$ cat src/rtl/keypad_pkg.sv
// Shared types and helpers for the matrix keypad scanner.
// Holds the FSM state encoding and the row one-hot decoder.
package keypad_pkg;

    typedef enum logic [2:0] {
        SCAN     = 3'd0,
        DEBOUNCE = 3'd1,
        EMIT     = 3'd2,
        HOLD     = 3'd3,
        RELEASE  = 3'd4
    } kp_state_t;

    // Returns the index of the highest set bit; callers only pass one-hot vectors.
    function automatic int onehot_to_index(input logic [31:0] vec);
        int idx;
        idx = 0;
        for (int i = 0; i < 32; i++) begin
            if (vec[i]) idx = i;
        end
        return idx;
    endfunction

endpackage

$ cat src/rtl/cycle_timer.sv
// Down-counting one-shot timer shared by all keypad FSM delays.
// A load of N makes expire pulse on the Nth cycle after the load cycle, then it rests at 0.
module cycle_timer #(
    parameter int W = 16
) (
    input  logic         clk,
    input  logic         reset,
    input  logic         load,
    input  logic [W-1:0] value,
    output logic         expire
);

    logic [W-1:0] count;

    always_ff @(posedge clk or posedge reset) begin
        if (reset) begin
            count <= '0;
        end else if (load) begin
            count <= value;
        end else if (count != '0) begin
            count <= count - W'(1);
        end
    end

    assign expire = (count == W'(1));

endmodule

$ cat src/rtl/keypad_scanner_fsm.sv
// Column-scanning keypad controller with press/release debounce and optional typematic repeat.
// Emits a one-cycle key_valid carrying row_idx*COLS + col_idx.
module keypad_scanner_fsm
    import keypad_pkg::*;
#(
    parameter int ROWS            = 4,
    parameter int COLS            = 4,
    parameter int SCAN_DWELL      = 4,
    parameter int DEBOUNCE_CYCLES = 1200,
    parameter int REPEAT_EN       = 0,
    parameter int REPEAT_DELAY    = 60000,
    parameter int REPEAT_PERIOD   = 12000,
    localparam int CODE_W         = $clog2(ROWS * COLS)
) (
    input  logic              clk,
    input  logic              reset,
    input  logic [ROWS-1:0]   row_in,
    output logic [COLS-1:0]   col_drive,
    output logic              key_valid,
    output logic [CODE_W-1:0] key_code,
    output logic              key_repeat,
    output logic              key_held,
    output logic              multi_key
);

    localparam int RW      = $clog2(ROWS);
    localparam int CW      = $clog2(COLS);
    localparam int DW      = $clog2(SCAN_DWELL);
    localparam int MAX_A   = (DEBOUNCE_CYCLES > REPEAT_DELAY) ? DEBOUNCE_CYCLES : REPEAT_DELAY;
    localparam int MAX_CYC = (MAX_A > REPEAT_PERIOD) ? MAX_A : REPEAT_PERIOD;
    localparam int TMR_W   = $clog2(MAX_CYC + 1);

    kp_state_t         state, next_state;
    logic [ROWS-1:0]   row_meta, row_s;
    logic [DW-1:0]     dwell;
    logic [RW-1:0]     row_idx;
    logic [CW-1:0]     col_idx;
    logic [31:0]       row_ext;
    logic [ROWS-1:0]   row_mask;
    logic              row_bit;
    logic              sample;
    logic              tmr_load;
    logic [TMR_W-1:0]  tmr_value;
    logic              tmr_expire;
    logic              col_adv;
    logic              latch_key;
    logic              code_load;

    cycle_timer #(.W(TMR_W)) u_timer (
        .clk    (clk),
        .reset  (reset),
        .load   (tmr_load),
        .value  (tmr_value),
        .expire (tmr_expire)
    );

    assign row_ext   = 32'(row_s);
    assign row_mask  = ROWS'(1) << row_idx;
    assign row_bit   = row_s[row_idx];
    assign sample    = (dwell == DW'(SCAN_DWELL - 1));
    assign col_drive = COLS'(1) << col_idx;
    assign key_held  = (state == EMIT) || (state == HOLD) || (state == RELEASE);

    always_ff @(posedge clk or posedge reset) begin
        if (reset) begin
            row_meta <= '0;
            row_s    <= '0;
            state    <= SCAN;
            dwell    <= '0;
            row_idx  <= '0;
            col_idx  <= '0;
            key_code <= '0;
        end else begin
            row_meta <= row_in;
            row_s    <= row_meta;
            state    <= next_state;
            // Dwell restarts whenever scanning resumes so each column gets a full slot.
            if (state != SCAN || sample) begin
                dwell <= '0;
            end else begin
                dwell <= dwell + DW'(1);
            end
            if (col_adv) begin
                col_idx <= (col_idx == CW'(COLS - 1)) ? '0 : col_idx + CW'(1);
            end
            if (latch_key) begin
                row_idx <= RW'(onehot_to_index(row_ext));
            end
            if (code_load) begin
                key_code <= CODE_W'(row_idx) * CODE_W'(COLS) + CODE_W'(col_idx);
            end
        end
    end

    always_comb begin
        next_state = state;
        tmr_load   = 1'b0;
        tmr_value  = '0;
        col_adv    = 1'b0;
        latch_key  = 1'b0;
        code_load  = 1'b0;
        key_valid  = 1'b0;
        key_repeat = 1'b0;
        multi_key  = 1'b0;
        case (state)
            SCAN: begin
                if (sample) begin
                    if (row_s == '0) begin
                        col_adv = 1'b1;
                    end else if ($onehot(row_s)) begin
                        latch_key  = 1'b1;
                        tmr_load   = 1'b1;
                        tmr_value  = TMR_W'(DEBOUNCE_CYCLES);
                        next_state = DEBOUNCE;
                    end else begin
                        multi_key = 1'b1;
                        col_adv   = 1'b1;
                    end
                end
            end
            DEBOUNCE: begin
                if (row_s != row_mask) begin
                    col_adv    = 1'b1;
                    next_state = SCAN;
                end else if (tmr_expire) begin
                    code_load  = 1'b1;
                    next_state = EMIT;
                end
            end
            EMIT: begin
                key_valid  = 1'b1;
                tmr_load   = 1'b1;
                tmr_value  = TMR_W'(REPEAT_DELAY);
                next_state = HOLD;
            end
            HOLD: begin
                // A release seen on the same cycle as a repeat expiry wins; no repeat is emitted.
                if (!row_bit) begin
                    tmr_load   = 1'b1;
                    tmr_value  = TMR_W'(DEBOUNCE_CYCLES);
                    next_state = RELEASE;
                end else if (REPEAT_EN != 0 && tmr_expire) begin
                    key_valid  = 1'b1;
                    key_repeat = 1'b1;
                    tmr_load   = 1'b1;
                    tmr_value  = TMR_W'(REPEAT_PERIOD);
                end
            end
            RELEASE: begin
                if (row_bit) begin
                    tmr_load   = 1'b1;
                    tmr_value  = TMR_W'(REPEAT_PERIOD);
                    next_state = HOLD;
                end else if (tmr_expire) begin
                    col_adv    = 1'b1;
                    next_state = SCAN;
                end
            end
            default: begin
                next_state = SCAN;
            end
        endcase
    end

endmodule
$ cat config.mk
export PLATFORM = sky130hd
export DESIGN_NAME = keypad_scanner_fsm
export DESIGN_NICKNAME = d
export VERILOG_FILES = /design/src/rtl/keypad_pkg.sv /design/src/rtl/cycle_timer.sv /design/src/rtl/keypad_scanner_fsm.sv
export SDC_FILE = /design/constraint.sdc
export NUM_CORES = 1
export LEC_CHECK = 0
export CORE_ASPECT_RATIO = 0.7
export CORE_UTILIZATION = 30
export DETAILED_ROUTE_END_ITERATION = 6
export PLACE_DENSITY = 0.43
export RECOVER_POWER = 100
export SLEW_MARGIN = 25
export SYNTH_ARGS = -nofsm -noshare
export SYNTH_HDL_FRONTEND = slang
export SYNTH_SLANG_ARGS = --single-unit
$ cat constraint.sdc
create_clock -name clk -period 8.75 [get_ports clk]
set_clock_uncertainty 0.1 [all_clocks]
set_input_delay 0.875 -clock clk [delete_from_list [all_inputs] [get_ports clk]]
set_output_delay 0.875 -clock clk [all_outputs]
set_load 0.02 [all_outputs]
==> impl_metrics.yaml, run 1 <==
routing:
  drt_iter0_drc: 63
  wire_per_inst_um: 14.0
  vias: 1541
  ant_nets: 0
  via_per_inst: 4.82
  firstDrtPassIters: 4
  wl_met1_um: 2570
  wirelength_um: 4490
  routed-wl-met3_um: 196
  top_layer: "met4"
  drc_errors: 0
  wl_met2_um: 1670
setup_path:
  slowest_stage: "dlygate4sd3_1"
  crit_type: "reg -> out"
  crit_path_cell_trace: "inv_1 -> fa_1 -> inv_1 -> ha_1 -> ha_1 -> nor3b_1 -> a21oi_1 -> and2_1 -> dlygate4sd3_1"
  required_ns: 7.78
  cp_max_fo: 7
  critPathLaunchType: "flip-flop"
  crit_arrival_ns: 3.07
  cp_slowest_stage_delay_ns: 0.64
  end_kind: "output pin"
synth:
  synth_top_area_cell: "dfrtp_1"
  async_flop_share_pct: 100
  synth_edf_count: 0
  yosys-top-cells-area: "dfrtp_1 (44%), ha_1 (6.5%), nor2_1 (4.2%), mux2_4 (2.8%), o21ai_0 (2.6%)"
  synth_top_area_share_pct: 43.6
  yosysWarnings: 0
  syn_area_um2: 2120
  synth-seq-cells: 37
  synth.distinct_cells: 50
  synth_ff_type: "dfrtp_1"
  syn_nets: 226
  seq_area_frac_synth_pct: 43.6
  syn_inst: 208
  postSynthAreaPerCell_um2: 10.2
global_route:
  grt_pass1_wl_um: 7670
  antenna_found_initial: 0
  overflow: 0
  grt_usage_pct: 13.9
  grt_pass1_vias: 1438
  grt_max_degree: 38
final_layout:
  area_delta_synth_final_pct: 12.8
  antenna-diode-count: 0
  post-route-util_pct: 35.3
  fin_nets: 245
  drive_gt1_share_pct: 9.73
  fin_cells: 320
sta:
  final.setup.tns_ns: 0
  fmax_mhz: 247
  rsz0062_at_grt: "false"
  finalHoldViolations: 0
  tightest_slew_ns: 2.06
  min_period_over_period_pct: 46.3
  period_needed_ns: 4.05
  layout_setup_ws_ns: 4.70
  setup_viol: 0
  relSlewSlack_pct: -37.3
  timing.final.max_slew_violations: 47
clock_tree:
  cts-root-buf: "clkbuf_8"
  hold_buffers: 0
  post_cts_resize_count: 0
  post_cts_buffers: 0
  numCtsBuffers: 5
  clkTransAtPathRegs_ns: 0.06
  clock_sinks: 37
  cts_tree: "done"
  cts.htree.levels: 2
  clock_latency_ns: 0.29
  clockBufferDepth: 2
floorplanning:
  io_pins: 18
  die_h_um: 72.4
  row_count: 25
  coreArea_um2: 6790
  initial_utilization_pct: 31.3
  fp.dieW_um: 103
  dieArea_um2: 7430
status:
  status: "finished with violations"
  violations: "capacitance limit, slew limit"
pwr:
  seqPwrFrac_pct: 40.1
  combinationalPowerShare_pct: 44.9
  power.share.switching_pct: 42.6
  power_mw: 0.745
  p_per_area_nw_per_um2: 311
  worst_ir_drop_vdd_uv: 98.2
  p_leak_nw: 1.06
  p_int_mw: 0.427
  switchingPower_mw: 0.317
  clkPwrFrac_pct: 14.9
place:
  place_ws_ns: 5.09
  place.gp.congestion: 0.796
  io_buffers: 16
  dp.cells: 314
  dp_hpwl_um: 3260
run:
  drv_cap: 2
worst_hold_path:
  hold_class: "reg -> reg"
==> logic make-up after synthesis <==
group | Yosys count | synth area share [%]
AO/OA/AOI/OAI | 33 | 10.5
XOR/XNOR | 11 | 4.53
adder cells (fa/ha/maj) | 12 | 7.42
buffers and inverters | 18 | 3.89
flip-flops | 37 | 43.6
multiplexers | 9 | 6.01
other | 1 | 0.177
AND/OR/NAND/NOR | 87 | 23.9
==> cell usage after synthesis, drive strengths merged (2+ instances only) <==
cell,n
a21o,2
a21oi,6
and2,3
and3b,2
buf,2
clkbuf,4
dfrtp,37
ha,11
inv,12
mux2,8
nand2,14
nand2b,2
nand3,9
nand4,3
nor2,24
nor2b,2
nor3,6
nor3b,4
nor4,4
nor4b,2
o21a,2
o21ai,11
o31ai,2
or2,3
or3,4
or3b,3
xnor2,6
xor2,5
==> through the flow <==
stage	hold WS, ns	instance area [um^2]
2_1_floorplan	0.231	2120
3_3_place_gp	0.234	2380
3_5_place_dp	0.236	2380
4_1_cts	0.252	2450
5_1_grt	0.262	2400
6_report	0.249	2400
==> routing by layer <==
metal / track usage [%] / up-vias
li1: - / 766
met1: 22.9 / 734
met2: 16.7 / 36
met3: 3.28 / 5
met4: 4.92 / 0
met5: 0 / -
==> worst paths after layout <==
path	start	end	slack, ns	cells after the start
worst min-delay path	row_meta[3]	row_s[3]	0.25	0
worst min register to register	row_meta[3]	row_s[3]	0.25	0
min in group asynchronous	reset	u_timer.count[3]	1.66	3
max in group asynchronous	reset	dwell[0]	5.70	3
worst max-delay path	row_s[3]	multi_key	4.70	9
worst max register to register	u_timer.count[2]	key_code[0]	5.15	5
==> cell type report <==
| class | count | area [um^2] |
|---|---|---|
| multi-input cells | 153 | 1070 |
| repair buffers | 18 | 168 |
| well taps | 94 | 118 |
| inverters | 12 | 45.0 |
| flip-flops and latches | 37 | 926 |
| clock inverters | 1 | 5.00 |
| fillers | 720 | 4390 |
| clock buffers | 5 | 68.8 |
==> critical path: cells and delay by family (launching register included) <==
family | cells | cell delay (ns)
and+or+nand+nor | 2 | 0.59
DFF | 1 | 0.45
AOI/OAI and AO/OA | 1 | 0.07
adders and majority gates | 3 | 0.91
buffers and inverters | 3 | 0.77
==> flip-flops by register name, indices dropped and copies added (netlist names) <==
name / count
row_s: 4
dwell: 2
key_code: 4
u_timer.count: 16
row_meta: 4
row_idx: 2
col_idx: 2
state: 3
==> placed cells by master (no fill, tap or decap), types with 2 or more instances in the layout <==
cell | Yosys | routed
nor2b_1 | 2 | 2
clkbuf_1 | 3 | 2
nand4_1 | 2 | 2
o21a_1 | 2 | 2
ha_1 | 11 | 11
or3b_2 | 3 | 3
and3b_1 | 2 | 2
o31ai_1 | 2 | 2
nor3b_1 | 4 | 4
and2_1 | 2 | 2
nand2_1 | 14 | 14
mux2_1 | 0 | 3
or3_1 | 3 | 3
nor3_1 | 6 | 6
nand2b_1 | 2 | 2
a21oi_1 | 6 | 6
nor4_1 | 3 | 4
or2_2 | 3 | 3
mux2_2 | 4 | 4
nor2_1 | 24 | 24
a21o_1 | 2 | 2
nand3_1 | 9 | 9
dfrtp_1 | 37 | 37
inv_1 | 12 | 12
xor2_1 | 5 | 5
xnor2_1 | 6 | 6
o21ai_0 | 11 | 11
clkbuf_8 | 1 | 5
nor4b_1 | 2 | 2
dlygate4sd3_1 | 0 | 16
==> power by group through the flow <==
stage / Sequential [mW] / Clock (mW) / Combinational, mW
2_1_floorplan: 0.275 / 0 / 0.283
3_3_place_gp: 0.307 / 0 / 0.354
3_5_place_dp: 0.305 / 0 / 0.354
4_1_cts: 0.303 / 0.117 / 0.354
5_1_grt: 0.310 / 0.123 / 0.387
6_report: 0.299 / 0.111 / 0.334
(Power assumes the default switching activity.)
==> inputs of run 2 (changes only) <==
PLACE_DENSITY = 0.45   (was 0.43)
clock period = 3.3 ns   (was 8.75 ns; I/O delays follow)
==> impl_metrics.yaml, run 2 (synthesized netlist as in run 1, its figures left out) <==
floorplanning:
  row_count: 25
  die_h_um: 72.4
  fp.dieW_um: 103
  io_pins: 18
  dieArea_um2: 7430
  initial_utilization_pct: 31.3
  coreArea_um2: 6790
final_layout:
  n_fill_cell: 703
  fin_nets: 245
  drive_gt1_share_pct: 12.7
  final_cell_mix: "dfrtp_1 (36), nor2_1 (24), dlygate4sd3_1 (15)"
  largest_reg_flops: 16
  design_area_um2: 2470
  multi_input_area_um2: 1100
  antenna-diode-count: 0
  area_delta_synth_final_pct: 16.5
  final_common_cell: "dfrtp_1"
  seqCellArea_um2: 927
  regMostFlops: "u_timer.count"
  post-route-util_pct: 36.5
clock_tree:
  clock_latency_ns: 0.28
  cts_tree: "done"
  clockBufferDepth: 2
  numCtsBuffers: 5
  cts-root-buf: "clkbuf_8"
  cts.htree.levels: 2
  clock_sinks: 37
  clkTransAtPathRegs_ns: 0.07
global_route:
  grt_pass1_wl_um: 7240
  grt_max_degree: 38
  grt_usage_pct: 13.0
  antenna_found_initial: 0
  overflow: 0
  grt_pass1_vias: 1445
setup_path:
  critPathLaunchType: "flip-flop"
  slowest_stage: "nor4_2"
  end_kind: "flip-flop"
  cp_max_fo: 8
  crit_type: "reg -> reg"
  cp_slowest_stage_delay_ns: 0.83
  crit_path_cell_trace: "nor4_2 -> nand4_4 -> or4b_1 -> o221ai_2 -> mux2_2"
  required_ns: 3.37
  crit_arrival_ns: 3.03
place:
  place.gp.congestion: 0.780
  io_buffers: 16
  placed_area_um2: 2380
  dp_hpwl_um: 3090
pwr:
  p_per_area_nw_per_um2: 849
  p_leak_nw: 1.11
  worst_ir_drop_vdd_uv: 233
routing:
  drt_iter0_drc: 51
  vias: 1490
  drc_errors: 0
  via_per_inst: 4.63
  ant_nets: 0
  firstDrtPassIters: 4
  wire_per_inst_um: 12.9
  wirelength_um: 4150
sta:
  min_period_over_period_pct: 89.7
  relSlewSlack_pct: -30.1
  tightest_slew_ns: 1.95
  fmax_mhz: 338
  finalHoldViolations: 0
  setup_viol: 0
  final.setup.tns_ns: 0
  timing.final.max_slew_violations: 38
  period_needed_ns: 2.96
  rsz0062_at_grt: "false"
status:
  status: "finished with violations"
  violations: "capacitance limit, slew limit"
worst_hold_path:
  hold_class: "reg -> reg"
run:
  drv_cap: 1
run 2: area by class of cell:
| cell class | instances | area share [%] |
|---|---|---|
| clock buffer | 7 | 3.49 |
| clock inverter | 1 | 1.21 |
| inverter | 12 | 1.82 |
| multi-input combinational | 153 | 44.6 |
| sequential | 37 | 37.5 |
| tap | 94 | 4.75 |
| timing repair buffer | 18 | 6.67 |
run 2: final timing paths:
check | start | end | slack (ns) | cells after the start
min in group asynchronous | reset | u_timer.count[3] | 1.08 | 3
min | row_meta[3] | row_s[3] | 0.25 | 0
max | u_timer.count[2] | col_idx[0] | 0.34 | 5
min reg2reg | row_meta[3] | row_s[3] | 0.25 | 0
max reg2reg | u_timer.count[2] | col_idx[0] | 0.34 | 5
max in group asynchronous | reset | row_s[3] | 0.77 | 3
run 2: repair_timing:
| action | CTS | global route |
|---|---|---|
| gates resized for setup | 1 | 3 |
| endpoints found under the setup margin | 1 | 1 |
| setup buffers | 0 | 0 |
| pin swaps | 0 | 0 |
| hold buffers | 0 | 0 |
run 2: layer usage:
layer  part of all wire, %  vias up  wire length [um]  global-route usage (%)
met4                  0.92        0                38                    4.29
met2                    36       25              1510                    16.4
met5                     0        -                 0                       0
li1                      -      771                 -                       -
met1                    58      690              2420                    20.4
met3                   4.3        4               180                    3.76
run 2: power breakdown:
part	internal (mW)	total (mW)	leakage [nW]	switching (mW)
Sequential	0.598	0.796	0.453	0.197
Combinational	0.410	0.900	0.594	0.489
Clock	0.246	0.406	0.0585	0.159
Total	1.26	2.10	1.11	0.846
run 2: through the flow:
| step | instances | hold slack (ns) | worst slack [ns] | power, mW |
|---|---|---|---|---|
| after floorplan | 208 | 0.231 | 0.282 | 1.48 |
| after global placement | 314 | 0.234 | 0.221 | 1.74 |
| after detailed placement | 314 | 0.236 | 0.198 | 1.73 |
| after CTS | 322 | 0.252 | 0.0273 | 2.15 |
| after global routing | 322 | 0.256 | 0.183 | 2.29 |
| final | 322 | 0.251 | 0.338 | 2.10 |
run 2: critical path: cells and delay by family, from the launching register on:
kind,cells,cell delay (ns)
DFF,1,0.43
muxes,1,0.36
and+or+nand+nor,3,1.70
AOI/OAI and AO/OA,1,0.26
